File: config.mk
export PLATFORM = sky130hd
export DESIGN_NAME = lut_function_unit
export DESIGN_NICKNAME = d
export VERILOG_FILES = /design/src/rtl/lut_function_unit.sv
export SDC_FILE = /design/constraint.sdc
export NUM_CORES = 1
export LEC_CHECK = 0
export ABC_AREA = 1
export BUFFER_PORTS_ARGS = -buffer_cell sky130_fd_sc_hd__buf_2
export CAP_MARGIN = 25
export CORE_MARGIN = 10
export CORE_UTILIZATION = 50
export CTS_CLUSTER_SIZE = 20
export DETAILED_ROUTE_END_ITERATION = 8
export GPL_TIMING_DRIVEN = 0
export PLACE_DENSITY = 0.71
export SYNTH_ARGS = -nofsm -noshare
export SYNTH_HDL_FRONTEND = slang
export SYNTH_SLANG_ARGS = --single-unit
File: constraint.sdc
create_clock -name clk -period 1.4 [get_ports clk]
set_input_delay 0.14 -clock clk [delete_from_list [all_inputs] [get_ports clk]]
set_output_delay 0.14 -clock clk [all_outputs]
set_load 0.01 [all_outputs]
File: src/rtl/lut_function_unit.sv
// Programmable N-input Boolean function unit.
// The function is a 2^N-entry truth table. New tables arrive one bit at a time
// into a shadow copy and replace the active table in a single commit. A sweep
// mode reads the active table out in index order, one entry per enabled cycle.
//
// Config handshake: a bit is accepted on a rising edge where cfg_ready and
// cfg_valid are both high. cfg_ready is registered and depends only on the
// state. cfg_start restarts the load and wins over a cfg_valid in the same
// cycle. There is no backpressure on f / f_valid / sweep_done.
module lut_function_unit #(
  parameter int N = 4
) (
  input  logic         clk,
  input  logic         rst_n,
  input  logic         en,
  input  logic [N-1:0] in,
  input  logic         cfg_start,
  input  logic         cfg_valid,
  input  logic         cfg_bit,
  output logic         cfg_ready,
  output logic         cfg_done,
  input  logic         sweep_start,
  output logic [N-1:0] sweep_idx,
  output logic         sweep_done,
  output logic         f,
  output logic         f_valid
);

  localparam int DEPTH = 1 << N;
  localparam logic [N:0] LAST_CNT = (N+1)'(DEPTH - 1);

  typedef enum logic [1:0] {
    ST_RUN   = 2'd0,
    ST_LOAD  = 2'd1,
    ST_SWEEP = 2'd2
  } state_t;

  // state is kept as a named signal so checkers can bind to it directly.
  state_t state;
  state_t state_next;

  logic [DEPTH-1:0] tbl;
  logic [DEPTH-1:0] shd;
  logic [DEPTH-1:0] shd_merged;
  logic [N:0]       cnt;
  logic [N-1:0]     idx;
  logic             load_last;
  logic             sweep_last;

  assign load_last  = cfg_valid && (cnt == LAST_CNT);
  assign sweep_last = en && (idx == {N{1'b1}});

  // Shadow table with the bit arriving this cycle merged in, so the commit
  // includes the final bit without an extra cycle.
  always_comb begin
    shd_merged = shd;
    shd_merged[cnt[N-1:0]] = cfg_bit;
  end

  // State register.
  always_ff @(posedge clk or negedge rst_n) begin
    if (!rst_n) begin
      state <= ST_RUN;
    end else begin
      state <= state_next;
    end
  end

  // Next-state logic; cfg_start wins in every state.
  always_comb begin
    state_next = state;
    case (state)
      ST_RUN: begin
        if (cfg_start)        state_next = ST_LOAD;
        else if (sweep_start) state_next = ST_SWEEP;
      end
      ST_LOAD: begin
        if (cfg_start)      state_next = ST_LOAD;
        else if (load_last) state_next = ST_RUN;
      end
      ST_SWEEP: begin
        if (cfg_start)       state_next = ST_LOAD;
        else if (sweep_last) state_next = ST_RUN;
      end
      default: state_next = ST_RUN;
    endcase
  end

  // Datapath: tables, counters and all registered outputs.
  always_ff @(posedge clk or negedge rst_n) begin
    if (!rst_n) begin
      tbl        <= '0;
      shd        <= '0;
      cnt        <= '0;
      idx        <= '0;
      f          <= 1'b0;
      f_valid    <= 1'b0;
      cfg_ready  <= 1'b0;
      cfg_done   <= 1'b0;
      sweep_done <= 1'b0;
      sweep_idx  <= '0;
    end else begin
      cfg_done   <= 1'b0;
      sweep_done <= 1'b0;
      cfg_ready  <= (state_next == ST_LOAD);
      case (state)
        ST_RUN: begin
          if (en) begin
            f       <= tbl[in];
            f_valid <= 1'b1;
          end else begin
            f       <= 1'b0;
            f_valid <= 1'b0;
          end
          if (cfg_start) begin
            cnt <= '0;
            shd <= '0;
          end else if (sweep_start) begin
            idx <= '0;
          end
        end
        ST_LOAD: begin
          f_valid <= 1'b0;
          if (cfg_start) begin
            cnt <= '0;
            shd <= '0;
          end else if (cfg_valid) begin
            shd[cnt[N-1:0]] <= cfg_bit;
            if (cnt == LAST_CNT) begin
              tbl      <= shd_merged;
              cfg_done <= 1'b1;
              cnt      <= '0;
            end else begin
              cnt <= cnt + (N+1)'(1);
            end
          end
        end
        ST_SWEEP: begin
          if (cfg_start) begin
            f_valid <= 1'b0;
            cnt     <= '0;
            shd     <= '0;
          end else if (en) begin
            f          <= tbl[idx];
            sweep_idx  <= idx;
            f_valid    <= 1'b1;
            sweep_done <= sweep_last;
            if (!sweep_last) idx <= idx + N'(1);
          end else begin
            f_valid <= 1'b0;
          end
        end
        default: begin
          f_valid <= 1'b0;
        end
      endcase
    end
  end

endmodule
* After elaboration in Yosys (flattened, before gate mapping)
Cells that the tools add are included.
Storage, ports and cells: flip-flop bits (word level) 52, bits in latches 0, memory bits (writable) 0, ROM bits 0, bits of input ports 11, output and inout port bits 9, logic and storage cells 85, memories kept 0
Operators by class: $add $sub $neg 2, multiply operators 0, div/mod/pow operators 0, magnitude comparators 4, eq/ne operators 12, shift-type cells 0, multiplexer cells 43, bitwise operators 1, reduce and logical (&&, ||, !) cells 12
Operator list (count):
- 16-bit 2-to-1 mux | 3
- 16-bit one-hot mux with 2 select lines | 1
- 4-bit 2-to-1 mux | 5
- 5-bit 2-to-1 mux | 4
- 16-bit bitwise mux | 1
- 4-bit by 5-bit < comparator with 1-bit output (second input constant) | 3
- 1-bit 2-to-1 mux | 15
- 2-bit 2-to-1 mux | 6
- 2-bit != test (second input constant) | 5
- 5-bit one-hot mux with 2 select lines | 1
- 3-bit AND reduction | 3
- 1-bit binary-select mux with 4-bit select | 2
- 4-bit one-hot mux with 2 select lines | 1
- 2-bit one-hot mux with 3 select lines | 1
- 6-bit AND reduction | 1
- 5-bit by 1-bit adder with 5-bit output (second input constant) | 1
- 5-bit by 4-bit equality test with 1-bit output (second input constant) | 1
- 4-bit by 1-bit adder with 4-bit output (second input constant) | 1
- 1-bit demux with 4-bit select | 1
- 2-bit by 1-bit equality test with 1-bit output (second input constant) | 2
- 4-bit equality test (second input constant) | 1
- 4-bit by 1-bit >= comparator with 1-bit output (second input constant) | 1
- 1-bit one-hot mux with 2 select lines | 2
- 4-bit AND reduction | 1
- 8 further kinds | 11

* Depth between registers and ports, before layout
Gate-level depths: netlist of run 1.
depth after elaboration 8, mapped depth 12, depth with buffers taken out 10

* Least setup slack after synthesis of run 1
No wires, ideal clock.
kind register to register, from reg cnt[0], to reg tbl[15], setup time 131 ps, data arrival time 1356 ps, required time 1269 ps, setup slack -87 ps, stages on the path, launching flop included 10, path buffers 1, clock period less this slack 1487 ps, path through dfrtp_1 -> ha_1 -> nand2_2 -> nor2_4 -> inv_2 -> nor2_4 -> inv_2 -> nor2_8 -> clkbuf_8 -> o22ai_1
Between the ends: longest elaborated chain between the ends 5, elaborated cells on any way between the ends 8, classes of those cells order compare (2); eq/ne (1); mux (3); reduce/logical (2)
Ends and longest elaborated chain:
- start, declared | line 45 | logic [N:0] cnt;
- start signal, assigned | line 134 | cnt <= cnt + (N+1)'(1);
- 4-bit by 5-bit < comparator with 1-bit output (implied by the code) / 4-bit by 1-bit >= comparator with 1-bit output (equally long branches) | line 57 | shd_merged[cnt[N-1:0]] = cfg_bit;
- 1-bit logical AND (implied by the code) | line 57
- 1-bit 2-to-1 mux (implied by the code) | line 57
- 1-bit demux with 4-bit select | line 57
- 16-bit bitwise mux | line 57
- end signal, assigned | line 130 | tbl <= shd_merged;
- end, declared | line 42 | logic [DEPTH-1:0] tbl;
Parallel ways exist; a longest one is shown, timed or not. A chain may end at the register's enable or synchronous reset.

* Worst setup path after layout of run 1
from reg cnt[0], to reg shd[12]
Between the ends: longest elaborated chain between the ends 8, elaborated cells on any way between the ends 9, classes of those cells order compare (2); mux (6); reduce/logical (1)
Ends and longest elaborated chain:
- 4-bit by 5-bit < comparator with 1-bit output (implied by the code) / 4-bit by 1-bit >= comparator with 1-bit output (equally long branches) | line 128 | shd[cnt[N-1:0]] <= cfg_bit;
- 1-bit logical AND (implied by the code) | line 128
- 1-bit 2-to-1 mux (implied by the code) | line 128
- 1-bit demux with 4-bit select * | line 128
- 16-bit bitwise mux * | line 128
- 16-bit 2-to-1 mux * | line 127 | end else if (cfg_valid) begin
- 16-bit 2-to-1 mux * | line 124 | if (cfg_start) begin
- 16-bit one-hot mux with 2 select lines * | line 106 | case (state)
- end signal, assigned by index | line 128
- end, declared | line 43 | logic [DEPTH-1:0] shd;
Mark *: on every way between the ends. The rest lies on a longest branch, timed or not. The select of a mux whose other input is x is not followed.

==> impl_metrics.csv, run 1 <==
group,metric,value,unit
sta,clock_skew,0.0122,ns
floorplan,num_rows,27,
routing,dr_wl_met2,3480,µm
outcome,violations,"setup timing",
setup_path,cp_slowest_cell,"dfrtp_2",
global_route,grt.total_usage,0.167,
cts,cts_buffers,5,
pwr,total_power,3.12,mW
sta,drv_slew,0,
yosys,synth_top_area_cell,"dfrtp_1",
yosys,avgSynthCellArea,7.76,µm²
cts,cts-root-buf,"clkbuf_8",
routing,wl_met3,337,µm
sta,min_period_over_period,1.09,
routing,antenna_left,0,
sta,fin_setup_tns,-1.41,ns
setup_path,worstPathCellList,"inv_1, ha_2, nand3_1, nand2_1, o21ai_2, nand2_1, nand2_1",
sta,tightest_slew,0.673,ns
setup_path,cp_max_fo,5,
sta,rsz0062_at_grt,"yes",
setup_path,startpoint_type,"register",
sta,post-route-min-period,1.52,ns
sta,hold_viol,0,
sta,slew_headroom,0.551,
final_layout,area_growth,25.6,%
placed_design,hpwl,4660,µm
floorplan,die_w,94.4,µm
routing,drc_errors,0,
hold_path,min_path_type,"input pin to register",
routing,vias,2521,
yosys,ys_ff_latch,52,
setup_path,max_stage_delay,0.45,ns
yosys,synthCells,357,
sta,final-setup-viol-count,26,
placed_design,io_buffers,18,
yosys,synth_top_area_frac,0.470,
floorplan,die_h,94.4,µm
cts,cts.htree.levels,2,
floorplan,die-area,8910,µm²
floorplan,core_area,5440,µm²
placed_design,gp_congestion,0.914,
floorplan,start_util,0.509,
cts,cts_tree,"done",
yosys,synthTopCellsByArea,"dfrtp_1 (47%), nand2_1 (15%), o21ai_0 (8.9%), nand3_1 (7.2%), inv_1 (4.5%)",
pwr,p_leak,1.72,nW
routing,met1_length,3150,µm
setup_path,ff2ff_setup_slack,-0.12,ns
sta,fmax,658,MHz
routing,wire_per_inst,14.8,µm
setup_path,crit_buf_inv,1,
global_route,grt_overflow,0,
yosys,yosysWarnings,0,
final_layout,nets,420,
global_route,grt_antenna_before_repair,0,
yosys,synth-edff-count,0,
setup_path,path_common_cell,"nand2_1",
routing,viasPerCell,5.29,
cts,clockBufferDepth,2,
cts,clk_latency,0.31,ns
cts,cts_sinks,52,
floorplan,ioPinCount,20,
yosys,yosysSeqAreaShare,0.470,
final_layout,diodes,0,
routing,routed_wl,7060,µm
setup_path,worst_setup_path_end_kind,"register",
global_route,grt_pass1_wl,12100,µm
yosys,yosysMostFrequentCell,"nand2_1",
final_layout,drive_above_1_share,0.299,
yosys,ys_top_cells_by_count,"nand2_1 (114), dfrtp_1 (52), o21ai_0 (49), nand3_1 (40), inv_1 (33)",
cts,clk_pin_slew_worst_paths,0.10,ns
yosys,synth_nets,373,
setup_path,crit_required,1.60,ns
sta,setup_slack,-0.119,ns
global_route,grt_pass1_vias,2571,
pwr,ir_worst_vdd,0.571,mV
routing,drtPass1Iterations,4,
pwr,p_per_area,898,nW/µm²
yosys,synthFlopType,"dfrtp_1",
routing,drt_iter0_markers,147,
setup_path,critPathTopFamily,"flip-flops",
yosys,synthDistinctLibCells,30,
routing,routed.top_layer,"met4",
run,drv_cap,0,
yosys,syn-cell-area,2770,µm²
yosys,async_reset_ff_frac,1.00,
outcome,outcome,"complete, but fails checks",
setup_path,arrival,1.71,ns
global_route,grt_max_degree,29,
setup_path,criticalPathCategory,"register to register",
-- per-layer routing --
metal / vias to the layer above / GRT usage
met4: 0 / 0.0544
met3: 10 / 0.0381
met2: 52 / 0.277
met5: - / 0
li1: 1264 / -
met1: 1195 / 0.209
-- cells by family (layout without fill, tap and decap cells) --
family          count (synthesis)  in the layout  share of synthesized area
compound gates                 75             75                      0.146
xor+xnor                        1              1                    0.00316
fa+ha+maj                       5              5                     0.0226
buf+inv                        50             98                     0.0854
flops                          52             52                      0.470
simple gates                  174            174                      0.272
-- power by group --
group,switching [mW],internal (mW)
registers,0.0563,1.58
logic,0.374,0.255
clock network,0.513,0.350
-- placed cells by master, fill, tap and decap left out, types with 2 or more instances in the layout --
cell type,Yosys,final
o21ai_0,49,26
dfrtp_2,0,3
a21oi_1,12,9
buf_2,3,19
nor2_4,2,5
nor2_1,10,6
nand3_2,1,2
buf_6,3,7
ha_4,0,3
inv_1,33,31
nand2_2,1,13
inv_2,4,4
nand2_1,114,99
o21ai_2,4,15
clkbuf_8,1,7
nand2_4,0,3
o21ai_1,1,12
clkinv_2,0,2
a31oi_2,0,2
nor2_2,1,2
inv_6,1,2
buf_4,2,19
clkbuf_1,3,2
ha_2,0,2
a21oi_2,0,3
a31oi_1,6,4
nand3_1,40,38
dfrtp_1,52,49
-- stage by stage --
stage               instances  area (µm²)  hold slack [ns]   util  setup slack, ns
global route              477        3480           0.0819  0.640           -0.201
finish                    477        3480           0.0855  0.640           -0.119
floorplan                 357        2770           -0.156      -          -0.0572
global placement          447        2950            0.394  0.543           -0.197
CTS                       471        3310           0.0707  0.608          -0.0743
detailed placement        448        2970            0.206  0.546           -0.220
-- final timing paths --
path                                                from                  endpoint  cells after the start
worst min register to register  sweep_idx[3]$_DFFE_PN0P_  sweep_idx[3]$_DFFE_PN0P_                      2
min in group asynchronous                          rst_n       tbl[10]$_DFFE_PN0P_                      2
max in group asynchronous                          rst_n        idx[1]$_DFFE_PN0P_                      3
worst max-delay path                  cnt[0]$_DFFE_PN0P_       shd[12]$_DFFE_PN0P_                      7
worst min-delay path                           cfg_valid       cfg_ready$_DFF_PN0_                      2
worst max register to register        cnt[0]$_DFFE_PN0P_       shd[12]$_DFFE_PN0P_                      7
-- area by class of cell --
class,instances,area (µm²)
clock buffers,5,68.8
fillers,465,1960
plain buffers,11,93.8
inverters,38,156
flip-flops and latches,52,1310
multi-input cells,255,1450
well taps,72,90.1
clock inverters,3,18.8
repair buffers,41,295
-- sequential cells by signal, summed over array words and instances, names as in the netlist --
register,flops
cfg_done,1
cfg_ready,1
f,1
idx,4
tbl,16
cnt,5
sweep_done,1
f_valid,1
sweep_idx,4
state,2
shd,16
-- what timing repair did --
item / in CTS / in global routing
endpoints found under the hold margin: 27 / 0
resized for setup: 51 / 39
hold buffers: 1 / 0
pin swaps: 1 / 9
gates cloned: 3 / 0
endpoints found under the setup margin: 39 / 42
buffers inserted: 11 / 7
(Power assumes the default switching activity.)
==> run 2: changes to the inputs <==
==> constraint.sdc (replaced) <==
create_clock -name clk -period 1.4 [get_ports clk]
set_input_delay 0.28 -clock clk [delete_from_list [all_inputs] [get_ports clk]]
set_output_delay 0.28 -clock clk [all_outputs]
set_load 0.01 [all_outputs]
==> impl_metrics.csv, run 2 (synthesized netlist as in run 1, its figures left out) <==
group,metric,value,unit
cts,clk_pin_slew_worst_paths,0.10,ns
cts,cts_sinks,52,
final_layout,nets,419,
sta,fmax,657,MHz
setup_path,worstPathCellList,"inv_1, ha_2, nand3_1, nand2_1, o21ai_2, nand2_1, nand2_1",
routing,antenna_left,0,
floorplan,die-area,8910,µm²
sta,final-setup-viol-count,26,
setup_path,cp_max_fo,5,
setup_path,max_stage_delay,0.45,ns
routing,viasPerCell,5.29,
pwr,combinationalPowerShare,0.201,
routing,routed_wl,7090,µm
sta,min_period_over_period,1.09,
setup_path,worst_setup_path_end_kind,"register",
sta,whs,-0.00643,ns
setup_path,path_common_cell,"nand2_1",
final_layout,fin_cells,476,
placed_design,io_buffers,18,
placed_design,dpl.cell_count,448,
setup_path,criticalPathCategory,"register to register",
placed_design,hpwl,4660,µm
outcome,violations,"hold timing, setup timing",
sta,clock_skew,0.0113,ns
setup_path,startpoint_type,"register",
global_route,grt_pass1_vias,2568,
pwr,p_int,2.18,mW
sta,tightest_slew,0.670,ns
sta,hold_viol,7,
sta,post-route-min-period,1.52,ns
sta,fin_setup_tns,-1.37,ns
pwr,p_leak,1.72,nW
setup_path,crit_buf_inv,1,
hold_path,min_path_type,"input pin to asynchronous set/reset pin",
routing,vias,2517,
sta,rsz0062_at_grt,"yes",
global_route,grt.total_usage,0.167,
outcome,outcome,"complete, but fails checks",
global_route,grt_overflow,0,
pwr,p_sw,943,µW
final_layout,top_regs,"shd x16, tbl x16, cnt x5",
setup_path,critPathTopFamily,"flip-flops",
floorplan,die_h,94.4,µm
global_route,grt_pass1_wl,12100,µm
floorplan,core_area,5440,µm²
setup_path,arrival,1.72,ns
final_layout,diodes,0,
cts,cts_buffers,5,
routing,drc_errors,0,
cts,cts_tree,"done",
final_layout,area_growth,25.3,%
sta,slew_headroom,0.553,
placed_design,gp_congestion,0.914,
global_route,grt_max_degree,29,
pwr,seqPwrFrac,0.523,
setup_path,cp_slowest_cell,"dfrtp_2",
sta,drv_slew,0,
routing,wire_per_inst,14.9,µm
cts,cts-root-buf,"clkbuf_8",
routing,drtPass1Iterations,4,
final_layout,final_common_cell,"nand2_1",
global_route,grt_antenna_before_repair,0,
final_layout,layout_common_cells,"nand2_1 (99), dfrtp_1 (49), nand3_1 (38)",
floorplan,ioPinCount,20,
pwr,switching_share,0.302,
floorplan,num_rows,27,
setup_path,crit_required,1.60,ns
cts,clk_latency,0.31,ns
pwr,total_power,3.12,mW
sta,setup_slack,-0.123,ns
floorplan,start_util,0.509,
cts,clockBufferDepth,2,
final_layout,drive_above_1_share,0.300,
pwr,clockPowerShare,0.276,
run,drv_cap,0,
pwr,p_per_area,900,nW/µm²
cts,cts.htree.levels,2,
routing,drt_iter0_markers,123,
floorplan,die_w,94.4,µm
pwr,ir_worst_vdd,0.575,mV
==> run 2: cell types whose count changed in the layout (fill, tap and decap cells not counted) <==
| cell | before | now |
|---|---|---|
| dlygate4sd3_1 | 1 | 0 |
==> run 2: what timing repair did <==
item                       4_1_cts  5_1_grt
setup buffers                   11        7
hold endpoints to repair         0        0
gates resized for setup         51       39
hold buffers                     0        0
cloned                           3        0
setup endpoints to repair       39       42
pin swaps                        1        9
==> run 2: final timing paths <==
path                       slack (ns)                        to                startpoint  cells past startpoint
max                             -0.12       shd[12]$_DFFE_PN0P_        cnt[0]$_DFFE_PN0P_                      7
min                            -0.006       tbl[10]$_DFFE_PN0P_                     rst_n                      1
max reg2reg                     -0.12       shd[12]$_DFFE_PN0P_        cnt[0]$_DFFE_PN0P_                      7
min reg2reg                      0.50  sweep_idx[3]$_DFFE_PN0P_  sweep_idx[3]$_DFFE_PN0P_                      2
max in group asynchronous        0.84        idx[1]$_DFFE_PN0P_                     rst_n                      2
min in group clk                 0.22       cfg_ready$_DFF_PN0_                 cfg_valid                      2
==> run 2: area by class of cell <==
cell class,count,area [µm²]
multi-input cells,255,1450
plain buffers,11,93.8
inverters,38,156
repair buffers,40,285
clock inverters,3,18.8
flip-flops and latches,52,1310
clock buffers,5,68.8
well taps,72,90.1
fillers,466,1970
==> run 2: routing by layer <==
layer  global-route usage  vias to the layer above  part of all wire
met2                0.277                       64              0.49
li1                     -                     1258                 -
met3               0.0373                        8             0.050
met1                0.209                     1187              0.44
met5                    0                        -                 0
met4               0.0544                        0             0.013
==> run 2: power by group through the flow <==
stage / sequential, mW / clock, mW / combinational (mW)
after floorplan: 1.66 / 0 / 0.284
after global placement: 1.66 / 0 / 0.448
after detailed placement: 1.66 / 0 / 0.462
after CTS: 1.63 / 0.887 / 0.545
after global routing: 1.64 / 0.936 / 0.696
final: 1.63 / 0.863 / 0.627
==> run 2: worst reg2reg max path, cell delays in order, from the launching register on <==
cell and delay, ns:
dfrtp_2 0.45, inv_1 0.17, ha_2 0.28, nand3_1 0.16, nand2_1 0.12, o21ai_2 0.09
nand2_1 0.08, nand2_1 0.05
==> run 2: stage by stage <==
step	cell area, µm²	hold WS, ns	utilization	setup WS, ns
final	3470	-0.00643	0.638	-0.123
after global routing	3470	0.0359	0.638	-0.201
after CTS	3300	0.00815	0.606	-0.0743
after detailed placement	2970	0.346	0.546	-0.220
after global placement	2950	0.461	0.543	-0.197
after floorplan	2770	-0.0156	-	-0.0572
==> run 3: changes to the inputs <==
--- a/config.mk
+++ b/config.mk
@@ -8,7 +8,6 @@
 export ABC_AREA = 1
 export BUFFER_PORTS_ARGS = -buffer_cell sky130_fd_sc_hd__buf_2
 export CAP_MARGIN = 25
-export CORE_MARGIN = 10
 export CORE_UTILIZATION = 50
 export CTS_CLUSTER_SIZE = 20
 export DETAILED_ROUTE_END_ITERATION = 8
==> impl_metrics.csv, run 3 (synthesized netlist as in run 1, its figures left out) <==
group,metric,value,unit
global_route,grt_overflow,0,
final_layout,final_common_cell,"nand2_1",
final_layout,fin_cells,474,
routing,viasPerCell,5.53,
hold_path,holdPathStages,2,
cts,clk_pin_slew_worst_paths,0.09,ns
sta,clock_skew,0.00455,ns
placed_design,hpwl,4560,µm
final_layout,area_growth,25.6,%
setup_path,worst_setup_path_end_kind,"register",
final_layout,drive_above_1_share,0.295,
setup_path,timing.rr.end,"tbl[15]$_DFFE_PN0P_",
routing,vias,2621,
hold_path,hp-start,"cfg_valid",
sta,whs,0.254,ns
cts,cts.htree.levels,2,
routing,drc_errors,0,
cts,cts_sinks,52,
setup_path,crit_required,1.58,ns
setup_path,ff2ff_setup_slack,-0.11,ns
sta,rsz0062_at_grt,"yes",
setup_path,criticalPathCategory,"register to register",
final_layout,top_regs,"shd x16, tbl x16, cnt x5",
placed_design,gp_congestion,0.863,
pwr,ir_worst_vdd,0.649,mV
setup_path,arrival,1.69,ns
routing,drt_iter0_markers,255,
floorplan,core_area,5200,µm²
routing,routed_wl,6890,µm
hold_path,min_path_type,"input pin to register",
final_layout,diodes,0,
routing,wire_per_inst,14.5,µm
final_layout,nets,419,
global_route,grt_max_degree,33,
floorplan,ioPinCount,20,
global_route,grt.total_usage,0.244,
routing,antenna_left,0,
sta,fmax,662,MHz
floorplan,die-area,5840,µm²
sta,hold_viol,0,
routing,drtPass1Iterations,5,
floorplan,start_util,0.532,
outcome,violations,"setup timing",
final_layout,layout_common_cells,"nand2_1 (101), dfrtp_1 (50), nand3_1 (34)",
sta,final-setup-viol-count,20,
sta,post-route-min-period,1.51,ns
sta,fin_setup_tns,-1.47,ns
sta,slew_headroom,0.593,
global_route,grt_pass1_wl,11400,µm
cts,clk_latency,0.30,ns
setup_path,startpoint_type,"register",
sta,drv_slew,0,
pwr,p_leak,1.75,nW
run,drv_cap,0,
cts,cts_buffers,5,
sta,min_period_over_period,1.08,
global_route,grt_pass1_vias,2379,
setup_path,r2r_start,"cnt[0]$_DFFE_PN0P_",
setup_path,r2r_cells,9,
hold_path,holdPathEnd,"state[0]$_DFF_PN0_",
global_route,grt_antenna_before_repair,0,
floorplan,num_rows,26,
pwr,p_per_area,908,nW/µm²
cts,cts-root-buf,"clkbuf_8",
cts,cts_tree,"done",
floorplan,die_w,76.4,µm
placed_design,dpl.cell_count,446,
sta,tightest_slew,0.610,ns
floorplan,die_h,76.4,µm
sta,setup_slack,-0.111,ns
placed_design,io_buffers,18,
final_layout,final_util,0.668,
cts,clockBufferDepth,2,
setup_path,cp_max_fo,8,
outcome,outcome,"complete, but fails checks",
run 3: cell count changes in the layout (fill, tap and decap cells not counted), sizes merged:
cell | before | now
buf | 46 | 45
clkbuf | 10 | 11
clkinv | 3 | 2
dlygate4sd3 | 0 | 1
run 3: worst max-delay path by stage:
stage                     depth (start not counted)                   to  slack, ns                from
final                                             9  tbl[15]$_DFFE_PN0P_      -0.11  cnt[0]$_DFFE_PN0P_
after floorplan                                   9  tbl[15]$_DFFE_PN0P_      -0.06  cnt[1]$_DFFE_PN0P_
after detailed placement                          9   tbl[4]$_DFFE_PN0P_      -0.23  cnt[1]$_DFFE_PN0P_
after global placement                            9  tbl[15]$_DFFE_PN0P_      -0.23  cnt[0]$_DFFE_PN0P_
after global routing                             10   tbl[2]$_DFFE_PN0P_      -0.18  cnt[1]$_DFFE_PN0P_
after CTS                                         9  tbl[15]$_DFFE_PN0P_      -0.11  cnt[0]$_DFFE_PN0P_
run 3: layout make-up:
class / count / area (µm²)
Clock inverter: 2 / 10.0
Clock buffer: 6 / 82.6
Buffer: 12 / 116
Timing Repair Buffer: 39 / 280
Tap cell: 70 / 87.6
Fill cell: 444 / 1730
Sequential cell: 52 / 1300
Inverter: 38 / 156
Multi-Input combinational cell: 255 / 1440
run 3: metrics by stage:
step,setup WS (ns),power (mW),area [µm²]
after floorplan,-0.0572,1.95,2770
after global placement,-0.230,2.12,2950
after detailed placement,-0.234,2.13,2970
after CTS,-0.107,3.07,3280
after global routing,-0.182,3.29,3480
final,-0.111,3.16,3480
run 3: layer usage:
| layer | routed length [µm] | vias up | part of all wire | global-route usage |
|---|---|---|---|---|
| met4 | 86 | 0 | 0.012 | 0.0673 |
| met3 | 399 | 12 | 0.058 | 0.0323 |
| met2 | 3200 | 94 | 0.46 | 0.378 |
| met1 | 3200 | 1259 | 0.47 | 0.356 |
| met5 | 0 | - | 0 | 0 |
| li1 | - | 1256 | - | - |
run 3: timing repair:
action	4_1_cts	5_1_grt
hold buffers	1	0
hold endpoints to repair	20	0
setup buffers	9	6
gates cloned	3	1
gates resized for setup	47	45
setup endpoints to repair	38	45
pin swaps	1	9
run 3: critical path, cell delays in order (launching register included):
cell and delay (ns):
dfrtp_2 0.43, ha_4 0.17, nand2_4 0.05, nor2_4 0.09, inv_2 0.06, nor2_4 0.10
inv_2 0.07, nor2_8 0.18, clkbuf_16 0.18, o22ai_1 0.07
run 3: report_power, final:
| part | switching [mW] | internal, mW | leakage, nW |
|---|---|---|---|
| Clock | 0.490 | 0.396 | 0.0510 |
| Sequential | 0.0546 | 1.58 | 0.613 |
| Combinational | 0.386 | 0.257 | 1.09 |
